File: src/rtl/operand_dispatcher.sv
// Packs a stream of (w, x) operand pairs into a LANES-wide batch, issues it with a one-cycle
// in_rdy strobe and tracks lane completion. Define OPERAND_SWAP_EN to put the smaller operand on w.
module operand_dispatcher #(
    parameter int LANES = 16,
    parameter int WIDTH = 4
) (
    input  logic                         clk,
    input  logic                         reset,
    input  logic                         s_valid,
    output logic                         s_ready,
    input  logic [WIDTH-1:0]             s_w,
    input  logic [WIDTH-1:0]             s_x,
    input  logic                         s_last,
    output logic [LANES-1:0]             in_rdy,
    output logic [LANES-1:0][WIDTH-1:0]  w,
    output logic [LANES-1:0][WIDTH-1:0]  x,
    input  logic [LANES-1:0]             lane_done,
    output logic                         busy,
    output logic                         batch_done
);

    localparam int PW = (LANES > 1) ? $clog2(LANES) : 1;

    logic [PW-1:0]    ptr;
    logic             full;
    logic             accept;
    logic             close;
    logic             issue;
    logic [WIDTH-1:0] nw;
    logic [WIDTH-1:0] nx;

    assign s_ready    = !full;
    assign accept     = s_valid && !full;
    assign close      = accept && (s_last || ptr == PW'(LANES - 1));
    assign issue      = full && !busy;
    assign in_rdy     = {LANES{issue}};
    // busy is still low in the issue cycle, so lane_done is ignored there
    assign batch_done = busy && (&lane_done);

    // A zero operand becomes (1,0): w=0 would wrap the lane counter, (1,0) finishes at once.
    // The swap only touches non-zero pairs so a normalised pair never ends up with w=0.
    always_comb begin
        nw = s_w;
        nx = s_x;
        if (s_w == '0 || s_x == '0) begin
            nw = WIDTH'(1);
            nx = '0;
        end
`ifdef OPERAND_SWAP_EN
        else if (s_w > s_x) begin
            nw = s_x;
            nx = s_w;
        end
`endif
    end

    always_ff @(posedge clk or posedge reset) begin
        if (reset) begin
            ptr  <= '0;
            full <= 1'b0;
        end else begin
            if (close) begin
                full <= 1'b1;
                ptr  <= '0;
            end else if (accept) begin
                ptr <= ptr + 1'b1;
            end
            if (issue)
                full <= 1'b0;
        end
    end

    always_ff @(posedge clk or posedge reset) begin
        if (reset)
            busy <= 1'b0;
        else if (issue)
            busy <= 1'b1;
        else if (batch_done)
            busy <= 1'b0;
    end

    // The staging buffer drives w/x directly; lanes only sample it while in_rdy is high
    always_ff @(posedge clk or posedge reset) begin
        if (reset) begin
            w <= '0;
            x <= '0;
        end else if (accept) begin
            for (int i = 0; i < LANES; i++) begin
                if (PW'(i) == ptr) begin
                    w[i] <= nw;
                    x[i] <= nx;
                end else if (close && PW'(i) > ptr) begin
                    w[i] <= WIDTH'(1);
                    x[i] <= '0;
                end
            end
        end
    end

endmodule

File: config.mk
export PLATFORM = sky130hd
export DESIGN_NAME = operand_dispatcher
export DESIGN_NICKNAME = d
export VERILOG_FILES = /design/src/rtl/operand_dispatcher.sv
export SDC_FILE = /design/constraint.sdc
export NUM_CORES = 1
export LEC_CHECK = 0
export ABC_AREA = 1
export CAP_MARGIN = 30
export CELL_PAD_IN_SITES_DETAIL_PLACEMENT = 0
export CELL_PAD_IN_SITES_GLOBAL_PLACEMENT = 1
export CORE_MARGIN = 10
export CORE_UTILIZATION = 36
export DETAILED_ROUTE_END_ITERATION = 10
export GPL_ROUTABILITY_DRIVEN = 0
export PLACE_DENSITY_LB_ADDON = 0.1
export REMOVE_ABC_BUFFERS = 1
export SLEW_MARGIN = 40
export SYNTH_ARGS = -nofsm -noshare
export SYNTH_HDL_FRONTEND = slang
export SYNTH_SLANG_ARGS = --single-unit
File: constraint.sdc
create_clock -name clk -period 4.9 [get_ports clk]
set_clock_uncertainty 0.05 [all_clocks]
set_input_delay 0.98 -clock clk [delete_from_list [all_inputs] [get_ports clk]]
set_output_delay 0.98 -clock clk [all_outputs]
set_load 0.05 [all_outputs]
==> qor.txt, run 1 <==
Netlist Area Pre-Place: 6260 sq um
Critical-path cell list: clkdlybuf4s50_1 > nand2_1 > nor2_1 > nand2_1 > nor3_1 > clkdlybuf4s50_1
Setup bufs post-CTS: 0
Status: finished clean
Synth area leader: dfrtp_1
EDFF count, synth: 0
Vias in the first global route: 5224
Clk_lat worst skew: 0.42 ns
Die height: 152 um
Max-cap check violation count: 0
Die Area: 23100 sq um
Total CTS buffers: 17
Top_reg_cell synth: dfrtp_1
Area Overhead vs Synth: 37.2%
CP Launch Type: input port
Post-route minimum period: 3.87 ns
Final setup TNS: 0 ns
Yosys top cell area share: 53.5%
First-pass GRT wire length: 30.1 mm
# clock sinks: 134
Nets: 859
H-tree level count: 4
Power density over the cells: 300 nW/um^2
Pleak: 4.04 nW
GRT overflow: 0
PortBufs: 174
Clock Pin Slew Worst Setup and Hold Paths: 0.06 ns
Post-synthesis cell type count: 32
Max Fanout on Critical Path: 2
RSZ-0062 raised after global routing: false
N_diodes: 0
Top-count cell post-synth: nand2_1
Pin count of the biggest net entering global routing: 105
Final cell count without fillers: 1064
DRT antenna net count: 0
Fmax achieved: 258 MHz
#FFs+latches synth: 134
Crit Path Class: input port to output port
Least-Margin Pin Slew: 0.836 ns
Maximum VDD drop: 0.000244 V
DR iter-0 viols: 219
Max_slew headroom: 44.1%
DRC Markers: 0
CP max stage cell: clkdlybuf4s50_1
All-layer global routing usage: 16.1%
Fillers: 1618
Initial core utilization: 36.5%
Clock buffer depth: 2
Sequential share of the synthesized area: 53.5%
Final setup fails: 0
Synth cell count leaders: nand2_1 (206), dfrtp_1 (134), nand3_1 (83), o21ai_1 (52), inv_1 (25)
Total core area: 17200 sq um
DRT Pass-1 Iters: 5
Vias: 5098
Number of vias per cell: 4.79
CP endpoint kind: output port
Initial antenna violation count: 0
Final period util: 79.0%
Placed Cells: 1032
Top cells by area, synth: dfrtp_1 (54%), nand2_1 (12%), nand3_1 (6.6%)
Post-Synthesis Cells: 669
Worst Hold Class: flop to flop
DIE WIDTH: 152 um
CTS tree: done
Final Util: 50.1%
WP data required: 3.87 ns
Final Hold Vio Count: 0
Mean Syn Cell Area: 9.36 sq um
Share of layout cells above drive strength 1: 13.3%
Warnings from Yosys: 0
DP HPWL: 13.7 mm
Clk root buf: clkbuf_16
Post-route cell area: 8600 sq um
I/O pin count: 175
Post-DP Area: 7970 sq um
Cts hold-fix bufs: 0
Post-DR wirelength/cell: 17.7 um
Ys async rst share: 100%
Routed WL: 18.8 mm
Post-cts resize count: 0
Arrival @ worst endpoint: 2.84 ns
Crit-path max cell delay: 0.88 ns
Final slew viol count: 0
Std-Cell Rows: 48
==> layer usage <==
| metal | track usage [%] | part of all wire, % |
|---|---|---|
| met1 | 21.3 | 47 |
| met2 | 24.7 | 45 |
| met3 | 5.39 | 6.4 |
| met4 | 4.03 | 1.1 |
| met5 | 0 | 0 |
==> layout by cell type, fill, tap and decap left out, types with 2 or more instances in the layout <==
cell / count
nand3_4: 5
clkbuf_8: 2
nand2_1: 206
nand3_2: 15
inv_2: 7
nand2_2: 17
a21oi_1: 5
ha_1: 5
nand3_1: 83
dfrtp_1: 134
bufinv_16: 4
inv_6: 2
nor2_1: 22
nor2_4: 11
clkbuf_16: 17
nand2_4: 9
o21ai_1: 52
nand4_1: 3
o21ai_0: 15
clkdlybuf4s50_1: 174
clkinv_2: 3
nor3_1: 2
clkinvlp_4: 3
buf_4: 2
inv_1: 24
nor2_2: 7
==> where the power goes <==
group | leakage, nW | internal [mW] | switching [mW] | total (mW)
Sequential | 1.85 | 1.11 | 0.00179 | 1.11
Combinational | 1.89 | 0.0315 | 0.0828 | 0.114
Clock | 0.302 | 0.877 | 0.479 | 1.36
Total | 4.04 | 2.02 | 0.564 | 2.58
==> critical path, delay by kind of cell <==
family / cells / cell delay, ns
buffers and inverters: 2 / 1.34
AND/OR/NAND/NOR: 4 / 0.51
==> final timing paths <==
check	startpoint	end	slack, ns	cells past startpoint
worst max-delay path	lane_done[4]	batch_done	1.03	6
worst min-delay path	w[9]	w[9]	0.42	2
worst max register to register	ptr[0]	w[35]	2.74	8
worst min register to register	w[9]	w[9]	0.42	2
max in group asynchronous	reset	x[36]	3.00	3
min in group asynchronous	reset	x[28]	1.05	2
==> registers in the layout, indices dropped and copies added, names as in the netlist <==
name and flops:
ptr 4, w 64, full 1, x 64, busy 1
==> kinds of logic after synthesis <==
kind of cell	after synthesis	synth area share, %
simple gates	384	31.7
compound gates	73	5.89
xor+xnor	1	0.140
buf+inv	72	7.71
flops	134	53.5
fa+ha+maj	5	0.999
==> stage by stage <==
step | setup WS [ns] | hold WS, ns | power, mW
after floorplan | -6.54 | 0.452 | 1.19
after global placement | 1.11 | 0.412 | 1.24
after detailed placement | 1.04 | 0.408 | 1.25
after CTS | 1.03 | 0.423 | 2.62
after global routing | 0.917 | 0.461 | 2.67
final | 1.03 | 0.420 | 2.58
==> final cells by class <==
class	instances	area, sq um	share of cell area, %
clock buffers	20	457	5.31
clock inverters	12	175	2.04
inverters	34	143	1.66
multi-input cells	463	2430	28.3
flip-flops and latches	134	3350	39.0
well taps	225	282	3.27
repair buffers	176	1760	20.4
Note: power is estimated with default switching activity, not from simulation.
==> run 2, diff against run 1 <==
- CORE_UTILIZATION: 36 -> 33
- clock period: 4.9 -> 3.45 ns (I/O delays scaled with it)
==> run 2 against run 1 <==
  * Power up 36%
  * Critical path type is now flop to output port
  * Non-clock buffer count grew 6
  * Sequential power grew 42%
  * Worst hold slack gained 0.0042 ns
  * Combinational power up 52%
  * Largest cell class unchanged
  * Design area about the same
  * Critical path depth is 3 lower
==> qor.txt, run 2 (synthesis gave the netlist of run 1 again) <==
Least-Margin Pin Slew: 0.849 ns
Commonest non-fill, non-tap cells in the layout: nand2_1 (206), clkdlybuf4s50_1 (173), dfrtp_1 (134), nand3_1 (83), o21ai_1 (52)
Fmax achieved: 343 MHz
N_diodes: 0
Pleak: 4.05 nW
Std-Cell Rows: 50
Top flop regs: w (64), x (64), ptr (4)
Post-DR wirelength/cell: 18.2 um
Total core area: 18700 sq um
DP HPWL: 14.4 mm
Post-route cell area: 8600 sq um
Worst slack, placed: 0.789 ns
CP endpoint kind: output port
Arrival @ worst endpoint: 2.17 ns
Post-DP Area: 8030 sq um
Clock buffer depth: 2
DRT Pass-1 Iters: 5
Final cell count without fillers: 1079
Setup bufs post-CTS: 0
Routed WL: 19.6 mm
Nets: 865
PortBufs: 174
Worst Hold Class: flop to flop
CP Launch Type: flop
RSZ-0062 raised after global routing: false
Most common cell after layout, fill and taps aside: nand2_1
Max Fanout on Critical Path: 14
Post-cts resize count: 0
Placed Cells: 1047
Final worst slack: 0.537 ns
Final setup fails: 0
Power density over the cells: 409 nW/um^2
DRT antenna net count: 0
Initial core utilization: 33.5%
DIE WIDTH: 158 um
I/O pin count: 175
Total CTS buffers: 17
Cts hold-fix bufs: 0
# clock sinks: 134
Fillers: 1804
CTS tree: done
Vias: 5135
Final setup TNS: 0 ns
Status: finished clean
DRC Markers: 0
Crit Path Class: flop to output port
Die Area: 24900 sq um
Final period util: 84.4%
Max-cap check violation count: 0
Area Overhead vs Synth: 37.3%
H-tree level count: 4
Vias in the first global route: 5242
All-layer global routing usage: 15.8%
Post-route minimum period: 2.91 ns
GRT overflow: 0
WP data required: 2.71 ns
Initial antenna violation count: 0
Max_slew headroom: 43.4%
Die height: 158 um
Final slew viol count: 0
DR iter-0 viols: 282
Tot Pwr: 3.52 mW
Maximum VDD drop: 0.000334 V
Number of vias per cell: 4.76
First-pass GRT wire length: 30.6 mm
Clk root buf: clkbuf_16
Share of layout cells above drive strength 1: 13.8%
Pin count of the biggest net entering global routing: 58
Clock Pin Slew Worst Setup and Hold Paths: 0.06 ns
Clk_lat worst skew: 0.42 ns
Final Hold Vio Count: 0
-- run 2: per-stage QoR --
step	util (%)	hold slack (ns)
2_1_floorplan	-	0.452
3_3_place_gp	42.9	0.411
3_5_place_dp	42.9	0.412
4_1_cts	46.0	0.427
5_1_grt	46.0	0.454
6_report	46.0	0.424
-- run 2: worst paths after layout --
| kind | cells after the start | from | slack [ns] | end |
|---|---|---|---|---|
| hold reg to reg | 2 | w[26] | 0.42 | w[26] |
| hold / removal | 2 | w[26] | 0.42 | w[26] |
| min in group asynchronous | 2 | reset | 0.65 | x[33] |
| setup / recovery | 3 | busy | 0.54 | in_rdy[9] |
| setup reg to reg | 8 | ptr[0] | 1.32 | x[34] |
| max in group asynchronous | 3 | reset | 1.98 | w[16] |
-- run 2: power breakdown --
| group | total [mW] | internal, mW | leakage, nW | switching (mW) |
|---|---|---|---|---|
| clock | 1.77 | 1.08 | 0.276 | 0.692 |
| combinational | 0.173 | 0.0508 | 1.92 | 0.122 |
| sequential | 1.58 | 1.57 | 1.85 | 0.00249 |
| total | 3.52 | 2.71 | 4.05 | 0.817 |
-- run 2: routing by layer --
layer / routed length [um] / GRT usage (%) / share of wire (%)
met5: 0 / 0 / 0
met4: 153 / 4.05 / 0.78
met3: 1500 / 4.88 / 7.7
met2: 9270 / 25.2 / 47
met1: 8670 / 20.5 / 44
-- run 2: layout make-up --
cell class | instances | area [sq um] | share of cell area [%]
multi-input cells | 463 | 2430 | 28.2
well taps | 234 | 293 | 3.40
inverters | 34 | 140 | 1.63
clock inverters | 12 | 129 | 1.50
clock buffers | 20 | 447 | 5.19
flip-flops and latches | 134 | 3350 | 39.0
repair buffers | 182 | 1810 | 21.1
-- run 2: critical path, cell delays in order (launching register included) --
cell and delay, ns:
dfrtp_1 0.42, nor2_1 0.27, buf_4 0.24, clkdlybuf4s50_1 0.82
==> run 3, diff against run 2 <==
- CORE_UTILIZATION: 33 -> 36
- clock period: 3.45 -> 2.9 ns (I/O delays scaled with it)
==> run 3 against run 2 <==
  * Clock-buffer cell count up 7
  * Worst hold slack worse by 0.00097 ns
  * Sequential share of layout area down 0.085 points
  * Largest power group unchanged
  * Wire length down 3.6%
  * Highest routed layer unchanged
==> qor.txt, run 3 (synthesis gave the netlist of run 1 again) <==
Final setup fails: 0
DIE WIDTH: 152 um
Top flop regs: w (64), x (64), ptr (4)
Maximum VDD drop: 0.000371 V
I/O pin count: 175
Clock buffer depth: 2
Fmax achieved: 405 MHz
All-layer global routing usage: 16.3%
Initial core utilization: 36.5%
Status: finished clean
Worst hold path startpoint: x[27]
H-tree level count: 4
DRT Pass-1 Iters: 5
Commonest non-fill, non-tap cells in the layout: nand2_1 (206), clkdlybuf4s50_1 (157), dfrtp_1 (134), nand3_1 (83), o21ai_1 (52)
Clk root buf: clkbuf_16
Final worst slack: 0.429 ns
Final period util: 85.2%
Final setup TNS: 0 ns
Most common cell after layout, fill and taps aside: nand2_1
Worst Path Buf+Inv: 2
Initial antenna violation count: 0
Routed WL: 18.9 mm
WP data required: 2.27 ns
First-pass GRT wire length: 30.4 mm
Nets: 869
Die Area: 23100 sq um
DP HPWL: 14.1 mm
Crit-path max cell delay: 0.46 ns
CP endpoint kind: output port
Worst slack, placed: 0.420 ns
N_diodes: 0
CP max stage cell: clkdlybuf4s50_1
Power density over the cells: 487 nW/um^2
CP delay by family, top: buffers and inverters
CTS tree: done
Die height: 152 um
Pin count of the biggest net entering global routing: 51
Vias: 5077
GRT overflow: 0
Final Hold Vio Count: 0
Critical-path cell list: clkdlybuf4s50_1 > nand2_1 > nor2_1 > nand2_1 > nor3_1 > buf_12
FF-to-FF Start: ptr[0]
Max-cap check violation count: 0
Cts hold-fix bufs: 0
Post-DP Area: 8040 sq um
DRC Markers: 0
Post-DR wirelength/cell: 17.6 um
Flop2flop setup slack: 0.76 ns
Share of layout cells above drive strength 1: 15.6%
Post-route cell area: 8620 sq um
Clk_lat worst skew: 0.41 ns
Post-cts resize count: 0
Max Fanout on Critical Path: 2
Total core area: 17200 sq um
Arrival @ worst endpoint: 1.84 ns
Clock Pin Slew Worst Setup and Hold Paths: 0.05 ns
CP Launch Type: input port
Global route hottest layer: met2
Final slew viol count: 0
Hold Path Depth: 2
Vias in the first global route: 5246
Total CTS buffers: 17
Met1 GRT Util: 21.4%
Worst Reg2Reg Path Length in Cells: 8
DR iter-0 viols: 312
Pleak: 4.12 nW
Setup bufs post-CTS: 0
R2r endpoint: w[34]
Post-route minimum period: 2.47 ns
PortBufs: 174
DRT antenna net count: 0
Worst Hold End: x[27]
Met3 Track Usage GR: 5.50%
Crit Path Class: input port to output port
Number of vias per cell: 4.74
# clock sinks: 134
Met2 usage: 25.2%
Area Overhead vs Synth: 37.6%
Max_slew headroom: 59.5%
Fillers: 1636
Least-Margin Pin Slew: 0.607 ns
WP depth: 6
Worst Hold Class: flop to flop
Std-Cell Rows: 48
CP most frequent cell: nand2_1
RSZ-0062 raised after global routing: false
## run 3: changes by cell type in the layout (fill, tap and decap cells not counted)
| cell | before | now |
|---|---|---|
| buf_4 | 8 | 25 |
| clkdlybuf4s50_1 | 173 | 157 |
| clkbuf_8 | 1 | 5 |
| buf_12 | 1 | 4 |
| clkbuf_1 | 2 | 5 |
| clkinv_2 | 4 | 1 |
| clkinvlp_4 | 3 | 0 |
| clkinv_4 | 2 | 0 |
| inv_6 | 3 | 2 |
## run 3: power breakdown
group          total [mW]  internal (mW)  switching, mW  leakage, nW
logic               0.209         0.0670          0.142         1.99
clock network        2.12           1.37          0.746        0.284
registers            1.88           1.87        0.00308         1.85
## run 3: per-stage QoR
stage	cells	hold slack [ns]	power, mW	util [%]
5_1_grt	1072	0.449	4.35	50.2
3_3_place_gp	1042	0.412	2.12	46.8
3_5_place_dp	1042	0.412	2.12	46.8
2_1_floorplan	631	0.452	2.00	-
6_report	1072	0.423	4.20	50.2
4_1_cts	1072	0.425	4.25	50.2
## run 3: metal layers
metal	up-vias	routed length, um
met3	13	1220
li1	2505	-
met1	2399	8900
met4	0	183
met2	160	8590
met5	-	0
## run 3: worst reg2reg max path: stages (launching register included)
cell	delay (ns)
dfrtp_1	0.56
inv_1	0.22
ha_1	0.29
inv_1	0.27
nor2_8	0.09
nand2_2	0.26
nand2_2	0.14
nand3_1	0.09
nand2_1	0.06
## run 3: cell type report
cell class | instances | area, sq um | share of cell area, %
inverter | 34 | 140 | 1.63
clock inverter | 3 | 65.1 | 0.755
clock buffer | 27 | 513 | 5.95
sequential | 134 | 3350 | 38.9
timing repair buffer | 186 | 1840 | 21.3
multi-input combinational | 463 | 2430 | 28.2
tap | 225 | 282 | 3.27
## run 3: worst max-delay path by stage
stage | slack [ns] | startpoint | to
2_1_floorplan | -8.47 | busy | full
4_1_cts | 0.42 | lane_done[6] | batch_done
3_5_place_dp | 0.42 | lane_done[9] | batch_done
3_3_place_gp | 0.44 | lane_done[7] | batch_done
5_1_grt | 0.30 | lane_done[6] | batch_done
6_report | 0.43 | lane_done[7] | batch_done
